### src/rtl/weight_update_out_if.sv
// Memory-side bus shared by the hidden-activation and weight memories:
// one address, a common read strobe, two read ports and a weight write port.
interface weight_update_out_if;
  logic [7:0] addr;
  logic       rd_en;
  logic [7:0] h_rdata;
  logic [7:0] w_rdata;
  logic [7:0] w_wdata;
  logic       w_we;

  modport master (
    output addr, rd_en, w_wdata, w_we,
    input  h_rdata, w_rdata
  );

  modport slave (
    input  addr, rd_en, w_wdata, w_we,
    output h_rdata, w_rdata
  );
endinterface

### src/rtl/weight_update_out.sv
// Hidden-to-output weight update: w[i] <= sat8(w[i] + (delta*h[i]) >>> (8+LR_SHIFT))
// for i = 0..N_HID-1, three cycles per weight (FETCH, CALC, WRITE).
module weight_update_out #(
  parameter int N_HID    = 8,
  parameter int LR_SHIFT = 4
) (
  input  logic                clk,
  input  logic                rst_n,
  input  logic                start,
  input  logic signed [15:0]  delta,
  output logic                busy,
  output logic                done,
  output logic [7:0]          sat_cnt,
  weight_update_out_if.master mem
);

  typedef enum logic [2:0] {
    IDLE  = 3'd0,
    FETCH = 3'd1,
    CALC  = 3'd2,
    WRITE = 3'd3,
    DONE  = 3'd4
  } state_t;

  localparam logic [7:0] LAST_IDX = 8'(N_HID - 1);

  state_t             state, state_nxt;
  logic [7:0]         idx;
  logic signed [15:0] d_reg;
  logic signed [7:0]  res_reg;
  logic               sat_reg;

  logic signed [23:0] d_ext, h_ext, w_ext;
  logic signed [23:0] prod, dw, sum;
  logic signed [7:0]  sat_val;
  logic               sat_flag;

  // Multiply-shift-add datapath; h_rdata/w_rdata are valid during CALC.
  always_comb begin
    d_ext = {{8{d_reg[15]}}, d_reg};
    h_ext = {{16{mem.h_rdata[7]}}, mem.h_rdata};
    w_ext = {{16{mem.w_rdata[7]}}, mem.w_rdata};
    prod  = d_ext * h_ext;
    dw    = prod >>> (8 + LR_SHIFT);
    sum   = w_ext + dw;
    if (sum > 24'sd127) begin
      sat_val  = 8'sd127;
      sat_flag = 1'b1;
    end else if (sum < -24'sd128) begin
      sat_val  = -8'sd128;
      sat_flag = 1'b1;
    end else begin
      sat_val  = sum[7:0];
      sat_flag = 1'b0;
    end
  end

  // NOTE: sequential state uses non-blocking assignments so every register
  // samples pre-edge values regardless of process ordering.
  always_ff @(posedge clk) begin
    if (!rst_n) state <= IDLE;
    else        state <= state_nxt;
  end

  // NOTE: every output of this block gets a default first, so no path
  // through the case can leave a signal unassigned and infer a latch.
  always_comb begin
    state_nxt   = state;
    busy        = 1'b1;
    done        = 1'b0;
    mem.addr    = 8'd0;
    mem.rd_en   = 1'b0;
    mem.w_we    = 1'b0;
    mem.w_wdata = 8'd0;
    case (state)
      IDLE: begin
        busy = 1'b0;
        if (start) state_nxt = FETCH;
      end
      FETCH: begin
        mem.rd_en = 1'b1;
        mem.addr  = idx;
        state_nxt = CALC;
      end
      CALC: state_nxt = WRITE;
      WRITE: begin
        mem.w_we    = 1'b1;
        mem.addr    = idx;
        mem.w_wdata = res_reg;
        state_nxt   = (idx == LAST_IDX) ? DONE : FETCH;
      end
      DONE: begin
        done      = 1'b1;
        state_nxt = IDLE;
      end
      default: state_nxt = IDLE;
    endcase
  end

  // Pass bookkeeping: delta capture, index, registered result, saturation count.
  always_ff @(posedge clk) begin
    if (!rst_n) begin
      idx     <= 8'd0;
      d_reg   <= 16'sd0;
      res_reg <= 8'sd0;
      sat_reg <= 1'b0;
      sat_cnt <= 8'd0;
    end else begin
      case (state)
        IDLE: begin
          if (start) begin
            d_reg   <= delta;
            idx     <= 8'd0;
            sat_cnt <= 8'd0;
          end
        end
        CALC: begin
          res_reg <= sat_val;
          sat_reg <= sat_flag;
        end
        WRITE: begin
          if (sat_reg && sat_cnt != 8'hFF) sat_cnt <= sat_cnt + 8'd1;
          if (idx != LAST_IDX) idx <= idx + 8'd1;
        end
        default: ;
      endcase
    end
  end

endmodule

### src/flat_wrapper.sv
// flat-port wrapper written by rule: the top's interface ports become plain ports
module weight_update_out_flat 
#(
  parameter int N_HID    = 8,
  parameter int LR_SHIFT = 4
)
  (clk, rst_n, start, delta, busy, done, sat_cnt, mem_addr, mem_rd_en, mem_w_wdata, mem_w_we, mem_h_rdata, mem_w_rdata);
  weight_update_out_if mem_i ();
  input  logic clk;
  input  logic rst_n;
  input  logic start;
  input  logic signed [15:0] delta;
  output logic busy;
  output logic done;
  output logic [7:0] sat_cnt;
  output wire logic [$bits(mem_i.addr)-1:0] mem_addr;
  output wire logic [$bits(mem_i.rd_en)-1:0] mem_rd_en;
  output wire logic [$bits(mem_i.w_wdata)-1:0] mem_w_wdata;
  output wire logic [$bits(mem_i.w_we)-1:0] mem_w_we;
  input wire logic [$bits(mem_i.h_rdata)-1:0] mem_h_rdata;
  input wire logic [$bits(mem_i.w_rdata)-1:0] mem_w_rdata;
  assign mem_addr = mem_i.addr;
  assign mem_rd_en = mem_i.rd_en;
  assign mem_w_wdata = mem_i.w_wdata;
  assign mem_w_we = mem_i.w_we;
  assign mem_i.h_rdata = mem_h_rdata;
  assign mem_i.w_rdata = mem_w_rdata;
  weight_update_out #(.N_HID(N_HID), .LR_SHIFT(LR_SHIFT)) u_core (.clk(clk), .rst_n(rst_n), .start(start), .delta(delta), .busy(busy), .done(done), .sat_cnt(sat_cnt), .mem(mem_i));
endmodule
### config.mk
export PLATFORM = sky130hd
export DESIGN_NAME = weight_update_out_flat
export DESIGN_NICKNAME = d
export VERILOG_FILES = /design/src/rtl/weight_update_out_if.sv /design/src/rtl/weight_update_out.sv /design/src/flat_wrapper.sv
export SDC_FILE = /design/constraint.sdc
export NUM_CORES = 1
export LEC_CHECK = 0
export ABC_AREA = 0
export CAP_MARGIN = 25
export CORE_MARGIN = 2
export CORE_UTILIZATION = 50
export CTS_CLUSTER_DIAMETER = 60
export DETAILED_ROUTE_END_ITERATION = 6
export HOLD_SLACK_MARGIN = 0.05
export PLACE_DENSITY = 0.71
export SLEW_MARGIN = 20
export SYNTH_ARGS = -nofsm -noshare
export SYNTH_HDL_FRONTEND = slang
export SYNTH_SLANG_ARGS = --single-unit
### constraint.sdc
create_clock -name clk -period 7.6 [get_ports clk]
set_input_delay 0.76 -clock clk [delete_from_list [all_inputs] [get_ports clk]]
set_output_delay 0.76 -clock clk [all_outputs]
set_load 0.01 [all_outputs]
## Word-level counts from Yosys, hierarchy flattened

Cells that the tools add are included.

- Register bits after elaboration: 44
- Bits in latches: 0
- RAM bits: 0
- Bits in read-only memories: 0
- Input port bits: 35
- Output and inout port bits: 28
- Word-level logic and storage cells: 47
- Memories kept: 0

- $add $sub $neg: 3
- $mul: 1
- Div/mod/pow operators: 0
- Magnitude comparators: 2
- Equal/unequal tests: 10
- Shift-type cells: 0
- Mux-type cells: 18
- Bitwise operators: 0
- Reductions and logical operators: 7

Operators with widths:

| kind | number |
|---|---|
| 2-to-1 mux 8 bit | 7 |
| case mux 8 bit (2 select lines) | 2 |
| > comparator 24 x 8 -> 1 bit (second input constant) | 1 |
| < comparator 24 x 8 -> 1 bit (second input constant) | 1 |
| multiplier 16 x 8 -> 24 bit | 1 |
| adder 8 x 1 -> 8 bit (second input constant) | 2 |
| adder 8 x 12 -> 13 bit | 1 |
| case mux 3 bit (4 select lines) | 1 |
| equality test 8 x 3 -> 1 bit (second input constant) | 1 |
| != test 8 x 3 -> 1 bit (second input constant) | 1 |
| != test 8 bit (second input constant) | 1 |
| equality test 3 x 2 -> 1 bit (second input constant) | 2 |
| 2-to-1 mux 1 bit | 6 |
| 2-to-1 mux 3 bit | 2 |
| AND reduction 3 bit | 2 |
| != test 2 x 1 -> 1 bit (second input constant) | 2 |
| equality test 3 x 1 -> 1 bit (second input constant) | 1 |
| equality test 3 bit (second input constant) | 1 |
| logical NOT 3 bit | 1 |
| != test 2 bit (second input constant) | 1 |
| AND reduction 2 bit | 1 |
| nonzero test 2 bit | 1 |
| OR reduction 2 bit | 1 |
| logical AND 1 bit | 1 |

## Logic depth before layout (Yosys ltp)

Gate-level depths: netlist of the first run.

- Depth after elaboration: 5
- Depth in mapped cells: 28
- Gate-level depth less buffers: 27

## Least setup slack after synthesis of the first run

OpenSTA, ideal clock, no wires.

- Path type: input -> register
- From: in mem_h_rdata[7]
- To: reg u_core.res_reg[0]
- Library setup time: 0.086 ns
- Arrival: 6.896 ns
- Path slack: 0.619 ns
- Cell stages on the path: 27
- Path buffers: 1
- Cells stage by stage: inv_1 > clkbuf_1 > nor2_1 > fa_1 > fa_1 > fa_1 > inv_1 > fa_1 > inv_1 > ha_1 > a21o_1 > a2111oi_4 > a2111oi_2 > nand2_1 > a31oi_1 > and2_1 > o21ai_0 > a21boi_0 > ha_1 > or3_1 > a221oi_1 > nor2_1 > a31oi_1 > xor2_1 > o41ai_4 > o21ai_2 > a211oi_1

- Longest elaborated chain between the ends: 5
- Elaborated cells between the ends (all ways): 6
- Those cells by class: add/sub: 1; mul: 1; order compare: 2; mux: 2

Ends and longest elaborated chain:

| element | RTL line | text |
|---|---|---|
| from (decl) | flat_wrapper.sv:20 | `input wire logic [$bits(mem_i.h_rdata)-1:0] mem_h_rdata;` |
| multiplier 16 x 8 -> 24 bit (*) | weight_update_out.sv:43 | `prod = d_ext * h_ext;` |
| adder 8 x 12 -> 13 bit (*) | weight_update_out.sv:45 | `sum = w_ext + dw;` |
| < comparator 24 x 8 -> 1 bit | weight_update_out.sv:49 | `end else if (sum < -24'sd128) begin` |
| 2-to-1 mux 8 bit | weight_update_out.sv:49 |  |
| 2-to-1 mux 8 bit (*) | weight_update_out.sv:46 | `if (sum > 24'sd127) begin` |
| to (signal assigned) | weight_update_out.sv:118 | `res_reg <= sat_val;` |
| to (decl) | weight_update_out.sv:30 | `logic signed [7:0] res_reg;` |

Mark *: on every way between the ends. The rest lies on a longest branch, timed or not.
A chain may end at the register's enable or synchronous reset.

## Worst setup path after layout of the first run

- From: in mem_h_rdata[2]
- To: reg u_core.res_reg[1]

The elaborated chain is that of the path after synthesis.

==> run metrics, run 1 <==
Core Box Area 13200 um^2; ratio of cells with drive above 1 in the final layout 6.28%; final setup TNS 0 ps; top cells by count, synth inv_1, fa_1, and2_1, nand2_1, ha_1; Leak Pwr 3.84 nW; maximum vdd drop 357 uV; Mapped Avg Cell Area 8.65 um^2; CP max-delay cell fa_1; # fillers 1164; # DRC 0; Initial Util 51.2%; multi-input logic area 5350 um^2; final max-slew violation count 0; Post-synth EDFFs 0; count leader, synth inv_1; routability cong. 0.971; post-synth top area share 30.3%; ant diodes 0; PwrDens 280 nW/um^2; outcome completed; register area share after synthesis 13.1%; ys async rst share 0%; YS warnings 0; largest net degree at the start of global routing 31; simple logic cell fraction of the synthesized area 21.6%; Via density 5.25; Crit Path Max Fanout 7; post-route ant nets 0; synth unique cells 53; critical path class in -> reg; Placed Area 7720 um^2; Post-Synth XOR/XNOR Area 4.41%; Synth area leaders fa_1, dfxtp_1, ha_1; main flop type after synthesis dfxtp_1; CTS sink cnt 44; Setup crit end kind flop; min Tclk post-route 7260 ps; Buffers & Inverters on Critical Path 4; DR vias 5441; Area Growth Syn to Fin 17.6%; final hold slack 475 ps; register bit total from synthesis 44; Worst Path Required 7810 ps; Final Skew 7.27 ps; Finished Cell Area 7940 um^2; crit share post-route 95.5%; CTS max path bufs 2; first-pass GRT wire length 27100 um; Register Area 881 um^2; slew margin rel. 38.5%; fmax 138 MHz; CTS Buf Count 5; CTS root buf clkbuf_16; Clk pin slew, worst setup/hold paths 60 ps; Hold Crit Class reg -> reg; vias in the first global route 6006; Post-Syn Instances 780; Global Route Usage Sum 22.8%; most used cell, CP fa_1; Finish-stage setup viols 0; Worst path top cell family by delay adder cells; row cnt 42; worst path arrival time 7460 ps; Post-DP HPWL 13000 um; Worst Tran Pin Value 920 ps; Final Hold Vio Count 0; Starting DRT DRC Count 256; max cap viols 0; # IOs 63; port bufs 62; CTS tree built; Yosys top cell by area fa_1; synthesized cell area 6750 um^2; Post-Syn Nets 977; total grt overflow 0; Setup WS pre-CTS -164 ps; Setup WS post-layout 344 ps; Wirelength per Cell 15.0 um; multiplexer area fraction after synthesis 0.148%; critical path's largest stage delay 550 ps; compound-cell area share of the yosys netlist 11.0%; chip height 120 um; Adder-Cell Fraction of Synth Area 41.4%; die width 120 um; DRT Wirelength 15500 um; 1st-pass router iterations 4; H-tree depth 2; crit path launch type primary input; largest family of logic cells by synthesized area adder cells; initial antenna violation count 0; Layout Utilization 60.2%; Skew-Pair Late Insertion Delay 280 ps; # nets final 1056; max reg flops 16; die footprint 14400 um^2
[report_power, final]
| group | internal [W] | leakage, nW | switching (W) |
|---|---|---|---|
| Combinational | 0.000769 | 3.41 | 0.000959 |
| Clock | 0.000121 | 0.0736 | 0.0000890 |
| Sequential | 0.000253 | 0.358 | 0.0000349 |
[cell families (layout without fill, tap and decap cells)]
family,Yosys count,count (layout)
AND/OR/NAND/NOR,283,283
adder cells (fa/ha/maj),162,162
buffers and inverters,151,231
AO/OA/AOI/OAI,105,105
flip-flops,44,44
XOR/XNOR,34,34
multiplexers,1,1
[per-layer routing]
| layer | vias to the layer above | GRT usage [%] | routed length [um] | share of wire (%) |
|---|---|---|---|---|
| met5 | - | 0 | 0 | 0 |
| met4 | 0 | 4.78 | 262 | 1.7 |
| met3 | 26 | 2.26 | 436 | 2.8 |
| met2 | 109 | 43.4 | 8360 | 54 |
| met1 | 2687 | 27.7 | 6440 | 42 |
| li1 | 2619 | - | - | - |
[cell type report]
cell class,instances,area share [%]
tap,176,2.77
clock buffer,5,1.58
inverter,132,6.24
multi-input combinational,585,67.4
clock inverter,3,0.236
timing repair buffer,91,10.7
sequential,44,11.1
[path summary, 6_finish.rpt]
check | slack [ps] | from | cells after the start | to
max | 340 | mem_h_rdata[2] | 27 | u_core.res_reg[1]
min | 470 | u_core.res_reg[7] | 2 | u_core.res_reg[7]
max reg2reg | 830 | u_core.d_reg[5] | 26 | u_core.res_reg[1]
min reg2reg | 470 | u_core.res_reg[7] | 2 | u_core.res_reg[7]
[cell usage in the layout (no fill, tap or decap), drive strengths merged, types with 2 or more instances in the layout]
cell type / count
inv: 132
fa: 102
and2: 96
nand2: 80
ha: 60
clkdlybuf4s50: 60
nor2: 46
dfxtp: 44
buf: 29
a21oi: 26
o21ai: 22
a21boi: 21
xnor2: 19
xor2: 15
and3: 15
nand2b: 10
nand4: 8
a21o: 7
nor2b: 6
nor3: 5
or3: 5
clkbuf: 5
o21a: 4
nand3: 4
a2111oi: 4
a31oi: 3
a211oi: 3
clkinv: 3
or4: 2
o2111ai: 2
o211ai: 2
dlymetal6s2s: 2
a221oi: 2
[metrics by stage]
stage	cells	total power [W]
floorplan	780	0.00149
global placement	1026	0.00187
detailed placement	1026	0.00193
CTS	1034	0.00215
global route	1036	0.00246
finish	1036	0.00223
[worst reg2reg max path: cells and delay by family (launching register included)]
kind            cells  cell delay [ps]
simple gates        5             1010
xor+xnor            1              130
fa+ha+maj           6             2530
flops               1              560
buf+inv             3              280
compound gates     11             2170
[repair_timing]
action / 4_1_cts / 5_1_grt
setup endpoints to repair: 0 / 8
hold buffers: 0 / 0
buffers inserted: 0 / 2
hold endpoints to repair: 0 / 0
resized for setup: 0 / 13
No activity file was read; power rests on OpenSTA's default activity.
==> run 2: changes to the inputs <==
Settings changed: PLACE_DENSITY 0.71 to 0.72, SKIP_LAST_GASP set to 1.
==> run 2 against run 1 <==
Compared with the run above: core utilization is 0.11 points lower; critical path depth is 1 higher; fmax down 0.44%; non-clock buffer count shrank 2; die area unchanged; via count shrank 0.17%; worst hold slack better by 27 ps; clock power up 10%; clock-buffer cell count unchanged; critical path type unchanged.
==> run metrics, run 2 (synthesis gave the netlist of run 1 again) <==
Final Skew 6.91 ps (-0.359 ps); # DRC 0 (unchanged); Register Area 881 um^2 (unchanged); first-pass GRT wire length 26400 um (-2.7%); Setup crit end kind flop; Area Growth Syn to Fin 17.4%; r2r setup slk 780 ps (-50 ps); Setup WS post-layout 312 ps (-32.2 ps); CTS root buf clkbuf_16; multi-input logic area 5340 um^2 (-0.26%); # fillers 1149 (-1.3%); port bufs 62 (unchanged); most common cell after layout, fill and taps aside inv_1; Setup WS pre-CTS -180 ps (-16.2 ps); DRT Wirelength 15000 um (-3.0%); Skew-Pair Late Insertion Delay 280 ps (about the same); vias in the first global route 5742 (-4.4%); CTS Buf Count 5 (unchanged); Clk pin slew, worst setup/hold paths 60 ps (about the same); postcts setup bufs 0 (unchanged); # nets final 1054 (-0.19%); ant diodes 0 (unchanged); FF-to-FF End u_core.res_reg[1]; PwrDens 280 nW/um^2 (about the same); total grt overflow 0 (unchanged); fmax 137 MHz (-0.44%); met2 wire len 7840 um (-6.1%); CTS max path bufs 2 (unchanged); hold buffer count at cts 0 (unchanged); critical path class in -> reg; Worst Hold End u_core.res_reg[7]; highest routed layer met4; crit share post-route 95.9% (+0.42 points); maximum vdd drop 360 uV (+0.74%); met1 WL 6200 um (-3.6%); cell depth of the worst min-delay path 2 (unchanged); Crit Path Max Fanout 16 (+9); ratio of cells with drive above 1 in the final layout 5.49% (-0.79 points); Power Total 0.00222 W (-0.19%); Worst Tran Pin Value 920 ps (-0.486 ps); worst hold start u_core.res_reg[7]; DR vias 5432 (-0.17%); outcome completed; Global Route Usage Sum 22.4% (-0.41 points); r2r worst-path depth 26 (unchanged); final max-slew violation count 0 (unchanged); Leak Pwr 3.83 nW (-0.12%); Post-DP HPWL 12600 um (-2.7%); CTS tree built; 1st-pass router iterations 5 (+1); die footprint 14400 um^2 (unchanged); Worst Path Required 7800 ps (about the same); largest net degree at the start of global routing 31 (unchanged); row cnt 42 (unchanged); die width 120 um (unchanged); Finish-stage setup viols 0 (unchanged); H-tree depth 2 (unchanged); crit path launch type primary input; Via density 5.26 (+0.22%); CTS sink cnt 44 (unchanged); Wirelength per Cell 14.6 um (-2.6%); worst path arrival time 7490 ps (+30 ps); Hold Crit Class reg -> reg; Initial Util 51.2% (unchanged); # IOs 63 (unchanged); Starting DRT DRC Count 202 (-21%); slew margin rel. 38.5% (about the same); min Tclk post-route 7290 ps (+32.2 ps); chip height 120 um (unchanged); final hold slack 502 ps (+27.4 ps); Core Box Area 13200 um^2 (unchanged); Worst R2R Start u_core.d_reg[2]; max reg flops 16 (unchanged); Final Hold Vio Count 0 (unchanged); routability cong. 0.927 (-4.5%); post-route ant nets 0 (unchanged); WL met3 575 um (+32%); most frequent cells in the layout inv_1, fa_1, and2_1; max cap viols 0 (unchanged); initial antenna violation count 0 (unchanged)
[run 2: cell types whose count changed in the layout (fill, tap and decap cells not counted), sizes merged]
cell / before / now
buf: 29 / 27
bufinv: 0 / 1
clkdlybuf4s50: 60 / 59
clkinv: 3 / 0
dlymetal6s2s: 2 / 3
[run 2: worst max-delay path by stage]
| stage | start | to | slack, ps | depth (start not counted) |
|---|---|---|---|---|
| floorplan | mem_h_rdata[7] | u_core.res_reg[0] | 620 | 27 |
| global route | mem_h_rdata[6] | u_core.res_reg[1] | -20 | 25 |
| detailed placement | mem_h_rdata[5] | u_core.res_reg[1] | -180 | 28 |
| finish | mem_h_rdata[5] | u_core.res_reg[1] | 310 | 28 |
| global placement | mem_h_rdata[6] | u_core.res_reg[0] | 60 | 28 |
| CTS | mem_h_rdata[5] | u_core.res_reg[1] | 120 | 28 |
[run 2: metrics by stage]
step                setup TNS [ps]  utilization [%]  cell area (um^2)  cells
CTS                              0             59.7              7880   1032
finish                           0             60.1              7930   1032
global route                 -28.0             60.1              7930   1032
global placement                 0             58.5              7720   1026
floorplan                        0                -              6750    780
detailed placement            -879             58.5              7720   1026
[run 2: timing repair]
action                                  in CTS  in global routing
endpoints found under the hold margin        0                  0
resized for setup                            0                 12
endpoints found under the setup margin       0                  8
[run 2: routing by layer]
metal	up-vias	GRT usage, %
met2	131	40.7
met1	2648	27.2
met4	0	6.62
met3	37	3.63
li1	2616	-
met5	-	0
[run 2: worst max-delay path: stages]
cell	delay, ps
clkdlybuf4s50_1	450
buf_4	190
and2_1	160
fa_1	430
fa_1	480
fa_1	550
inv_1	60
fa_1	530
inv_1	40
ha_1	310
a21o_1	240
a2111oi_4	390
a2111oi_4	170
a21o_1	230
a21oi_2	200
nand2b_1	120
a21oi_1	180
xnor2_1	150
ha_1	270
a21oi_1	180
nor2_1	60
o21ai_1	160
o211ai_1	130
xnor2_1	200
o41ai_4	370
buf_4	200
o21ai_2	70
a211oi_2	200
[run 2: power by group]
part           switching (W)  internal, W  total, W
clock network      0.0000803     0.000151  0.000231
logic               0.000949     0.000755   0.00170
registers          0.0000334     0.000253  0.000286
total                0.00106      0.00116   0.00222
[run 2: area by class of cell]
cell class	instances	share of cell area, %
Clock buffer	5	1.58
Clock inverter	1	0.379
Inverter	132	6.25
Multi-Input combinational cell	585	67.4
Sequential cell	44	11.1
Tap cell	176	2.78
Timing Repair Buffer	89	10.5
==> run 3: changes to the inputs <==
Settings changed: SKIP_LAST_GASP 1 to not set.
==> results of run 3 <==
No change in the layout: final DEF, timing and power equal those of run 2.
